[src/rtl/game_countdown_timer.sv]
// Whack-a-mole round timer. Prescales clk_base down to a countdown tick and
// counts GAME_SECONDS down to zero in two BCD digits, with start/restart and pause.
module game_countdown_timer #(
  parameter int BASE_FREQ    = 30_000_000,
  parameter int TICK_FREQ    = 1,
  parameter int GAME_SECONDS = 60
) (
  input  logic       clk_base,
  input  logic       rst,
  input  logic       start,
  input  logic       pause,
  output logic [3:0] time_tens,
  output logic [3:0] time_ones,
  output logic       running,
  output logic       paused,
  output logic       tick,
  output logic       time_up,
  output logic       done
);

  localparam int DIV = (TICK_FREQ > 0) ? (BASE_FREQ / TICK_FREQ) : 0;
  localparam int REM = (TICK_FREQ > 0) ? (BASE_FREQ % TICK_FREQ) : 1;
  localparam int PW  = (DIV > 1) ? $clog2(DIV) : 1;
  localparam logic [PW-1:0] P_LAST    = PW'(DIV - 1);
  localparam logic [3:0]    INIT_TENS = 4'(GAME_SECONDS / 10);
  localparam logic [3:0]    INIT_ONES = 4'(GAME_SECONDS % 10);

  generate
    if (GAME_SECONDS < 1 || GAME_SECONDS > 99) begin : g_bad_seconds
      $error("game_countdown_timer: GAME_SECONDS must be in 1..99");
    end
    if (DIV < 2 || REM != 0) begin : g_bad_div
      $error("game_countdown_timer: BASE_FREQ/TICK_FREQ must be an integer >= 2");
    end
  endgenerate

  typedef enum logic [1:0] {
    ST_IDLE   = 2'd0,
    ST_RUN    = 2'd1,
    ST_PAUSED = 2'd2,
    ST_DONE   = 2'd3
  } state_t;

  state_t        state_r, state_n;
  logic [PW-1:0] p_r, p_n;
  logic [3:0]    tens_n, ones_n;
  logic          tick_n, time_up_n, running_n, paused_n, done_n;
  logic          wrap_s, last_s;

  assign wrap_s = (p_r == P_LAST);
  assign last_s = (time_tens == 4'd0) && (time_ones == 4'd1);

  // State, prescaler and BCD count registers
  always_ff @(posedge clk_base) begin
    if (rst) begin
      state_r   <= ST_IDLE;
      p_r       <= '0;
      time_tens <= INIT_TENS;
      time_ones <= INIT_ONES;
    end else begin
      state_r   <= state_n;
      p_r       <= p_n;
      time_tens <= tens_n;
      time_ones <= ones_n;
    end
  end

  // Next state; start overrides everything, including the final wrap
  always_comb begin
    state_n   = state_r;
    p_n       = p_r;
    tens_n    = time_tens;
    ones_n    = time_ones;
    tick_n    = 1'b0;
    time_up_n = 1'b0;
    if (start) begin
      state_n = ST_RUN;
      p_n     = '0;
      tens_n  = INIT_TENS;
      ones_n  = INIT_ONES;
    end else begin
      case (state_r)
        ST_IDLE: state_n = ST_IDLE;
        ST_RUN: begin
          if (pause) begin
            state_n = ST_PAUSED;
          end else if (wrap_s) begin
            p_n    = '0;
            tick_n = 1'b1;
            if (time_ones == 4'd0) begin
              ones_n = 4'd9;
              tens_n = time_tens - 4'd1;
            end else begin
              ones_n = time_ones - 4'd1;
            end
            if (last_s) begin
              state_n   = ST_DONE;
              time_up_n = 1'b1;
            end else begin
              state_n = ST_RUN;
            end
          end else begin
            p_n = p_r + PW'(1);
          end
        end
        // Resuming does not advance p on the release edge
        ST_PAUSED: begin
          if (pause) begin
            state_n = ST_PAUSED;
          end else begin
            state_n = ST_RUN;
          end
        end
        ST_DONE: state_n = ST_DONE;
        default: state_n = ST_IDLE;
      endcase
    end
  end

  // Status levels decoded from the state being entered
  always_comb begin
    running_n = 1'b0;
    paused_n  = 1'b0;
    done_n    = 1'b0;
    case (state_n)
      ST_RUN:    running_n = 1'b1;
      ST_PAUSED: paused_n  = 1'b1;
      ST_DONE:   done_n    = 1'b1;
      default:   running_n = 1'b0;
    endcase
  end

  // Output registers
  always_ff @(posedge clk_base) begin
    if (rst) begin
      running <= 1'b0;
      paused  <= 1'b0;
      done    <= 1'b0;
      tick    <= 1'b0;
      time_up <= 1'b0;
    end else begin
      running <= running_n;
      paused  <= paused_n;
      done    <= done_n;
      tick    <= tick_n;
      time_up <= time_up_n;
    end
  end

endmodule

[config.mk]
export PLATFORM = sky130hd
export DESIGN_NAME = game_countdown_timer
export DESIGN_NICKNAME = d
export VERILOG_FILES = /design/src/rtl/game_countdown_timer.sv
export SDC_FILE = /design/constraint.sdc
export NUM_CORES = 1
export LEC_CHECK = 0
export CAP_MARGIN = 20
export CORE_ASPECT_RATIO = 1.2
export CORE_MARGIN = 2
export CORE_UTILIZATION = 51
export DETAILED_ROUTE_END_ITERATION = 12
export PLACE_DENSITY = 0.79
export RECOVER_POWER = 25
export SLEW_MARGIN = 20
export SYNTH_ARGS = -nofsm -noshare
export SYNTH_HDL_FRONTEND = slang
export SYNTH_SLANG_ARGS = --single-unit
[constraint.sdc]
create_clock -name clk_base -period 2.1 [get_ports clk_base]
set_input_delay 0.21 -clock clk_base [delete_from_list [all_inputs] [get_ports clk_base]]
set_output_delay 0.21 -clock clk_base [all_outputs]
set_load 0.01 [all_outputs]
==> reports/summary.txt, run 1 <==
status -> complete, no violations
share of Yosys cell area claimed by the top area cell type -> 40.7%
Tightest Pin Transition -> 0.501 ns
Die Wd -> 60.7 um
DIE AREA -> 4370 sq um
post-DP HPWL -> 3130 um
Crit path largest cell delay -> 0.41 ns
Pre-antenna DRT Iters -> 4
slew margin rel. -> 66.3%
drt first-iter violations -> 100
DR DRC count -> 0
worst hold path class -> reg -> reg
number of max-cap violations -> 0
maximum vdd drop -> 0.000511 V
minimum clock period -> 1.95 ns
RSZ-0062 raised after global routing -> false
Via density -> 5.63
cell seen most often among critical-path stages -> buf_4
CTS tree -> done
sw frac -> 20.1%
# IOs -> 17
Slew Limit Fails -> 0
antenna-violating nets left -> 0
synthesized area -> 1970 sq um
static leakage -> 0.815 nW
post-route clock period utilization -> 92.8%
Fin. Hold Viols -> 0
Req. time, crit path -> 2.27 ns
Crit Path Max Fanout -> 8
top-count cell post-synth -> dfxtp_1
Global Route Usage Sum -> 21.2%
combinational power share -> 3.6%
area delta synth->final -> 22.3%
row cnt -> 24
final worst slack -> 0.151 ns
vias in the first global route -> 1635
DRT Wirelength -> 4370 um
layout cells sized above 1 -> 12.7%
DR WL/cell -> 14.0 um
worst reg-to-reg setup slack -> 0.16 ns
Crit path max-delay family -> buffers and inverters
Worst Setup Path Type -> in -> reg
register area share after synthesis -> 40.7%
root buf cell -> clkbuf_8
H-Tree Depth -> 2
Worst setup SP type -> input pin
Synth Register Bits -> 40
Ys Warns -> 0
clock skew -> 0.00596 ns
PD cells -> 627 nW/um^2
Syn Nets -> 233
Post-CTS Hold Fix Bufs -> 0
CTS sink cnt -> 40
Total Nets Final -> 265
Power, Total -> 1.51 mW
placed cells -> 304
largest net degree at the start of global routing -> 21
Clock Latency Late Sink -> 0.29 ns
Hold WS -> 0.483 ns
n_diodes -> 0
setup_tns -> 0 ns
arrival time at the worst endpoint -> 2.12 ns
dpl ws -> -0.0809 ns
share of power burned in registers -> 50.7%
number of synthesized flops with an enable pin -> 0
Primary FF master, synth -> dfxtp_1
Critical-path top delay cell -> clkdlybuf4s50_1
Net Sw Power -> 0.303 mW
CP endpoint kind -> flop
first-pass GRT wire length -> 7100 um
Fmax -> 513 MHz
vias -> 1757
Clk pwr share -> 45.7%
initial antenna violation count -> 0
post-CTS sizing -> 0
Pint -> 1.20 mW
gp weighted congestion -> 0.889
core area -> 3660 sq um
largest cells by area after synthesis -> dfxtp_1 41%, nor2_1 6.9%, xor2_1 4.9%, nand3_1 3.6%, nor4_4 3.2%
maximum root-to-sink buffer count -> 2
average instance area after synthesis -> 8.66 sq um
Buf+Inv Stages, Crit Path -> 4
clk slew on worst S/H paths -> 0.08 ns
Synth Instances -> 227
crit path cell chain -> clkdlybuf4s50_1 > or3b_1 > clkbuf_1 > nor3_1 > buf_4 > buf_4 > nand4_1 > xor2_1 > nor2_1
Post-CTS Setup Bufs -> 0
Async SR Flop Fraction -> 0%
IO Port Bufs -> 16
Num CTS Buffers -> 5
Commonest cells post-synth -> 40 x dfxtp_1, 36 x nor2_1, 14 x nand3_1, 12 x nand2_1, 11 x xor2_1
Setup violations, final -> 0
synth unique cells -> 39
Cell Count, Final, Fillers Out -> 312
initial core utilization -> 53.7%
Die Y -> 72.0 um
Synth area leader -> dfxtp_1
total grt overflow -> 0
[registers in the layout, summed over array words and instances, names as in the netlist]
| register | flops |
|---|---|
| time_tens | 4 |
| state_r | 2 |
| p_r | 25 |
| running | 1 |
| done | 1 |
| time_up | 1 |
| paused | 1 |
| tick | 1 |
| time_ones | 4 |
[metrics by stage]
stage	util [%]	instance area, sq um
final	65.7	2410
after global routing	65.7	2410
after CTS	65.7	2410
after detailed placement	62.3	2280
after global placement	62.3	2280
after floorplan	-	1970
[cells by family (layout without fill, tap and decap cells)]
family	after synthesis	in the layout	synth area share (%)
compound gates	30	30	10.2
xor+xnor	18	18	8.02
fa+ha+maj	3	3	1.78
buf+inv	15	48	3.69
flops	40	40	40.7
mux	2	2	1.02
simple gates	119	119	34.6
[path summary, 6_finish.rpt]
path                              from                        end  cells past startpoint
max                              pause       p_r[10]$_SDFFE_PP0P_                      9
min          time_tens[0]$_SDFFE_PP0P_  time_tens[0]$_SDFFE_PP0P_                      2
max reg2reg      state_r[0]$_SDFF_PP0_       p_r[10]$_SDFFE_PP0P_                      8
min reg2reg  time_tens[0]$_SDFFE_PP0P_  time_tens[0]$_SDFFE_PP0P_                      2
[cells in the final DEF, fill, tap and decap left out, types with 5 or more instances in the layout]
master           synthesis  routed
nor3b_1                  5       5
clkdlybuf4s50_1          0       7
a32o_1                   5       5
nand2_1                 12      12
nand4_1                 10      10
a21oi_1                  9       9
nand3_1                 14      14
dfxtp_1                 40      40
nor3_1                   6       6
nor4_1                   9       8
xor2_1                  11      11
inv_1                    5       5
xnor2_1                  7       7
buf_4                    0      17
clkbuf_8                 0       7
dlygate4sd3_1            0       9
o21ai_0                  9       9
nor2_1                  36      36
[power groups by stage]
stage          Clock, mW  Combinational [mW]  Sequential [mW]
6_report           0.689              0.0547            0.764
5_1_grt            0.729              0.0599            0.764
3_5_place_dp           0              0.0567            0.782
4_1_cts            0.701              0.0572            0.764
3_3_place_gp           0              0.0558            0.782
2_1_floorplan          0              0.0281            0.784
[worst min-delay path, delay by kind of cell, from the launching register on]
kind             cells  cell delay (ns)
AO/OA/AOI/OAI        1             0.05
flip-flops           1             0.33
AND/OR/NAND/NOR      1             0.06
[final cells by class]
type	count	area [sq um]
fillers	322	1260
clock inverters	1	30.0
inverters	5	18.8
well taps	52	65.1
flip-flops and latches	40	801
multi-input cells	172	1100
repair buffers	35	295
clock buffers	7	96.3
[routing by layer]
| layer | share of wire, % | routed length, um | global-route usage (%) |
|---|---|---|---|
| met5 | 0 | 0 | 0 |
| met4 | 2.1 | 92 | 8.70 |
| met3 | 3.9 | 171 | 4.99 |
| met2 | 50 | 2180 | 36.0 |
| met1 | 44 | 1930 | 25.3 |
Note: power is estimated with default switching activity, not from simulation.
==> inputs of run 2 (changes only) <==
--- a/config.mk
+++ b/config.mk
@@ -6,11 +6,14 @@
 export NUM_CORES = 1
 export LEC_CHECK = 0
 export CAP_MARGIN = 20
+export CELL_PAD_IN_SITES_DETAIL_PLACEMENT = 0
+export CELL_PAD_IN_SITES_GLOBAL_PLACEMENT = 2
 export CORE_ASPECT_RATIO = 1.2
 export CORE_MARGIN = 2
-export CORE_UTILIZATION = 51
+export CORE_UTILIZATION = 31
+export CTS_BUF_LIST = sky130_fd_sc_hd__clkbuf_4 sky130_fd_sc_hd__clkbuf_8 sky130_fd_sc_hd__clkbuf_16
 export DETAILED_ROUTE_END_ITERATION = 12
-export PLACE_DENSITY = 0.79
+export PLACE_DENSITY = 0.78
 export RECOVER_POWER = 25
 export SLEW_MARGIN = 20
 export SYNTH_ARGS = -nofsm -noshare
==> run 2 against run 1 <==
Net effect: sequential power about the same; core utilization down 25 points; global-route usage down 5.9 points.
==> reports/summary.txt, run 2 (same netlist as run 1, synthesis figures left out) <==
post-DP HPWL -> 3840 um (+23%)
DR WL/cell -> 14.7 um (+4.9%)
status -> complete, no violations
Global Route Usage Sum -> 15.3% (-5.9 points)
gp weighted congestion -> 0.807 (-9.2%)
area delta synth->final -> 26.3%
routed wl met3 -> 134 um (-22%)
most frequent cells in the layout -> 40 x dfxtp_1, 35 x nor2_1, 28 x buf_4
hold_sp -> time_tens[0]$_SDFFE_PP0P_
minimum clock period -> 1.98 ns (+0.0343 ns)
fin area -> 2480 sq um (+3.3%)
final worst slack -> 0.116 ns (-0.0343 ns)
n_diodes -> 0 (unchanged)
DRT Wirelength -> 5190 um (+19%)
Most flops, register -> p_r
DR WL met2 -> 2560 um (+17%)
Metal-1 WL -> 2400 um (+25%)
max layer used -> met4
max reg flops -> 25 (unchanged)
hold path cells -> 2 (unchanged)
initial core utilization -> 32.3% (-21 points)
largest net degree at the start of global routing -> 20 (-4.8%)
antenna-violating nets left -> 0 (unchanged)
Area after DPL -> 2400 sq um (+5.3%)
post-route clock period utilization -> 94.5% (+1.6 points)
Fin. Hold Viols -> 0 (unchanged)
RSZ-0062 raised after global routing -> false
H-Tree Depth -> 2 (unchanged)
CTS tree -> done
clock skew -> 0.0133 ns (+0.00738 ns)
Hold WS -> 0.497 ns (+0.0143 ns)
Slew Limit Fails -> 0 (unchanged)
Crit path largest cell delay -> 0.99 ns (+0.58 ns)
Post-CTS Setup Bufs -> 0 (unchanged)
Num CTS Buffers -> 5 (unchanged)
dpl ws -> -0.118 ns (-0.0366 ns)
Setup violations, final -> 0 (unchanged)
vias in the first global route -> 1677 (+2.6%)
slew margin rel. -> 14.3% (-52 points)
register area -> 801 sq um (unchanged)
root buf cell -> clkbuf_8
Req. time, crit path -> 2.28 ns (about the same)
CTS sink cnt -> 40 (unchanged)
Tightest Pin Transition -> 1.28 ns (+0.784 ns)
Via density -> 5.11 (-9.3%)
area occupied by multi-input gates -> 1100 sq um (-0.34%)
# IOs -> 17 (unchanged)
total grt overflow -> 0 (unchanged)
vias -> 1803 (+2.6%)
layout cells sized above 1 -> 16.2% (+3.5 points)
worst reg-to-reg setup slack -> 0.12 ns (-0.04 ns)
initial antenna violation count -> 0 (unchanged)
Pre-antenna DRT Iters -> 4 (unchanged)
placed cells -> 345 (+13%)
Die Y -> 91.3 um (+27%)
Die Wd -> 76.7 um (+26%)
clk slew on worst S/H paths -> 0.09 ns (about the same)
Clock Latency Late Sink -> 0.30 ns (about the same)
maximum vdd drop -> 0.000239 V (-53%)
FILL cells -> 664 (+110%)
DIE AREA -> 7000 sq um (+60%)
core area -> 6090 sq um (+66%)
arrival time at the worst endpoint -> 2.16 ns (+0.04 ns)
PD cells -> 538 nW/um^2 (-14%)
DR DRC count -> 0 (unchanged)
Worst setup SP type -> input pin
static leakage -> 0.859 nW (+5.4%)
Crit Path Max Fanout -> 19 (+11)
most common cell after layout, fill and taps aside -> dfxtp_1
row cnt -> 31 (+29%)
Critical-path top delay cell -> or2_0
Post-CTS Hold Fix Bufs -> 0 (unchanged)
CP endpoint kind -> flop
R2R cell count -> 5 (-3)
worst hold path class -> reg -> reg
drt first-iter violations -> 63 (-37%)
r2r startpoint -> state_r[0]$_SDFF_PP0_
Total Nets Final -> 276 (+4.2%)
hold endpoint -> time_tens[0]$_SDFFE_PP0P_
Fmax -> 504 MHz (-1.7%)
first-pass GRT wire length -> 8480 um (+19%)
number of max-cap violations -> 0 (unchanged)
maximum root-to-sink buffer count -> 2 (unchanged)
IO Port Bufs -> 16 (unchanged)
Cell Count, Final, Fillers Out -> 353 (+13%)
FF-to-FF End -> time_ones[1]$_SDFFE_PP0P_
Top Registers -> p_r x25, time_ones x4, time_tens x4
crit path cell chain -> clkdlybuf4s50_1 > or2_0 > clkbuf_2 > a311oi_1
Worst Setup Path Type -> in -> reg
==> run 2: cell type report <==
type	count	share of cell area, %
multi-input cells	172	44.1
flip-flops and latches	40	32.2
repair buffers	46	15.3
well taps	82	4.13
clock buffers	5	2.77
clock inverters	3	0.755
inverters	5	0.755
==> run 2: routing by layer <==
metal,global-route usage [%],up-vias
met2,27.6,28
met5,0,-
li1,-,909
met4,5.45,0
met1,18.2,857
met3,2.39,9
==> run 2: report_power, final <==
| group | leakage, nW | switching (mW) | internal (mW) | total [mW] |
|---|---|---|---|---|
| Clock | 0.0479 | 0.283 | 0.232 | 0.515 |
| Sequential | 0.323 | 0.00163 | 0.762 | 0.764 |
| Combinational | 0.488 | 0.0338 | 0.0235 | 0.0573 |
==> run 2: timing repair <==
action | 4_1_cts | 5_1_grt
resized for setup | 0 | 1
endpoints found under the hold margin | 0 | 0
endpoints found under the setup margin | 0 | 1
==> run 2: worst max-delay path by stage <==
stage                     startpoint                         to  slack [ns]  cells after the start
2_1_floorplan  state_r[0]$_SDFF_PP0_  time_ones[1]$_SDFFE_PP0P_        0.12                      7
3_3_place_gp                   pause  time_ones[1]$_SDFFE_PP0P_       -0.11                      6
3_5_place_dp                   pause  time_ones[1]$_SDFFE_PP0P_       -0.12                      6
4_1_cts          p_r[9]$_SDFFE_PP0P_       p_r[18]$_SDFFE_PP0P_        0.12                      6
5_1_grt          p_r[8]$_SDFFE_PP0P_       p_r[15]$_SDFFE_PP0P_       0.004                      6
6_report                       start       p_r[22]$_SDFFE_PP0P_        0.12                      4
==> run 2: through the flow <==
stage          setup TNS [ns]  power (mW)  util, %
2_1_floorplan               0       0.812        -
3_3_place_gp            -1.22       0.842     39.4
3_5_place_dp            -1.43       0.841     39.4
4_1_cts                     0        1.36     40.9
5_1_grt                     0        1.39     40.8
6_report                    0        1.34     40.8
==> run 2: worst max-delay path: cells and delay by family <==
family	cells	cell delay, ns
AND/OR/NAND/NOR	1	0.99
buffers and inverters	2	0.90
AO/OA/AOI/OAI	1	0.06
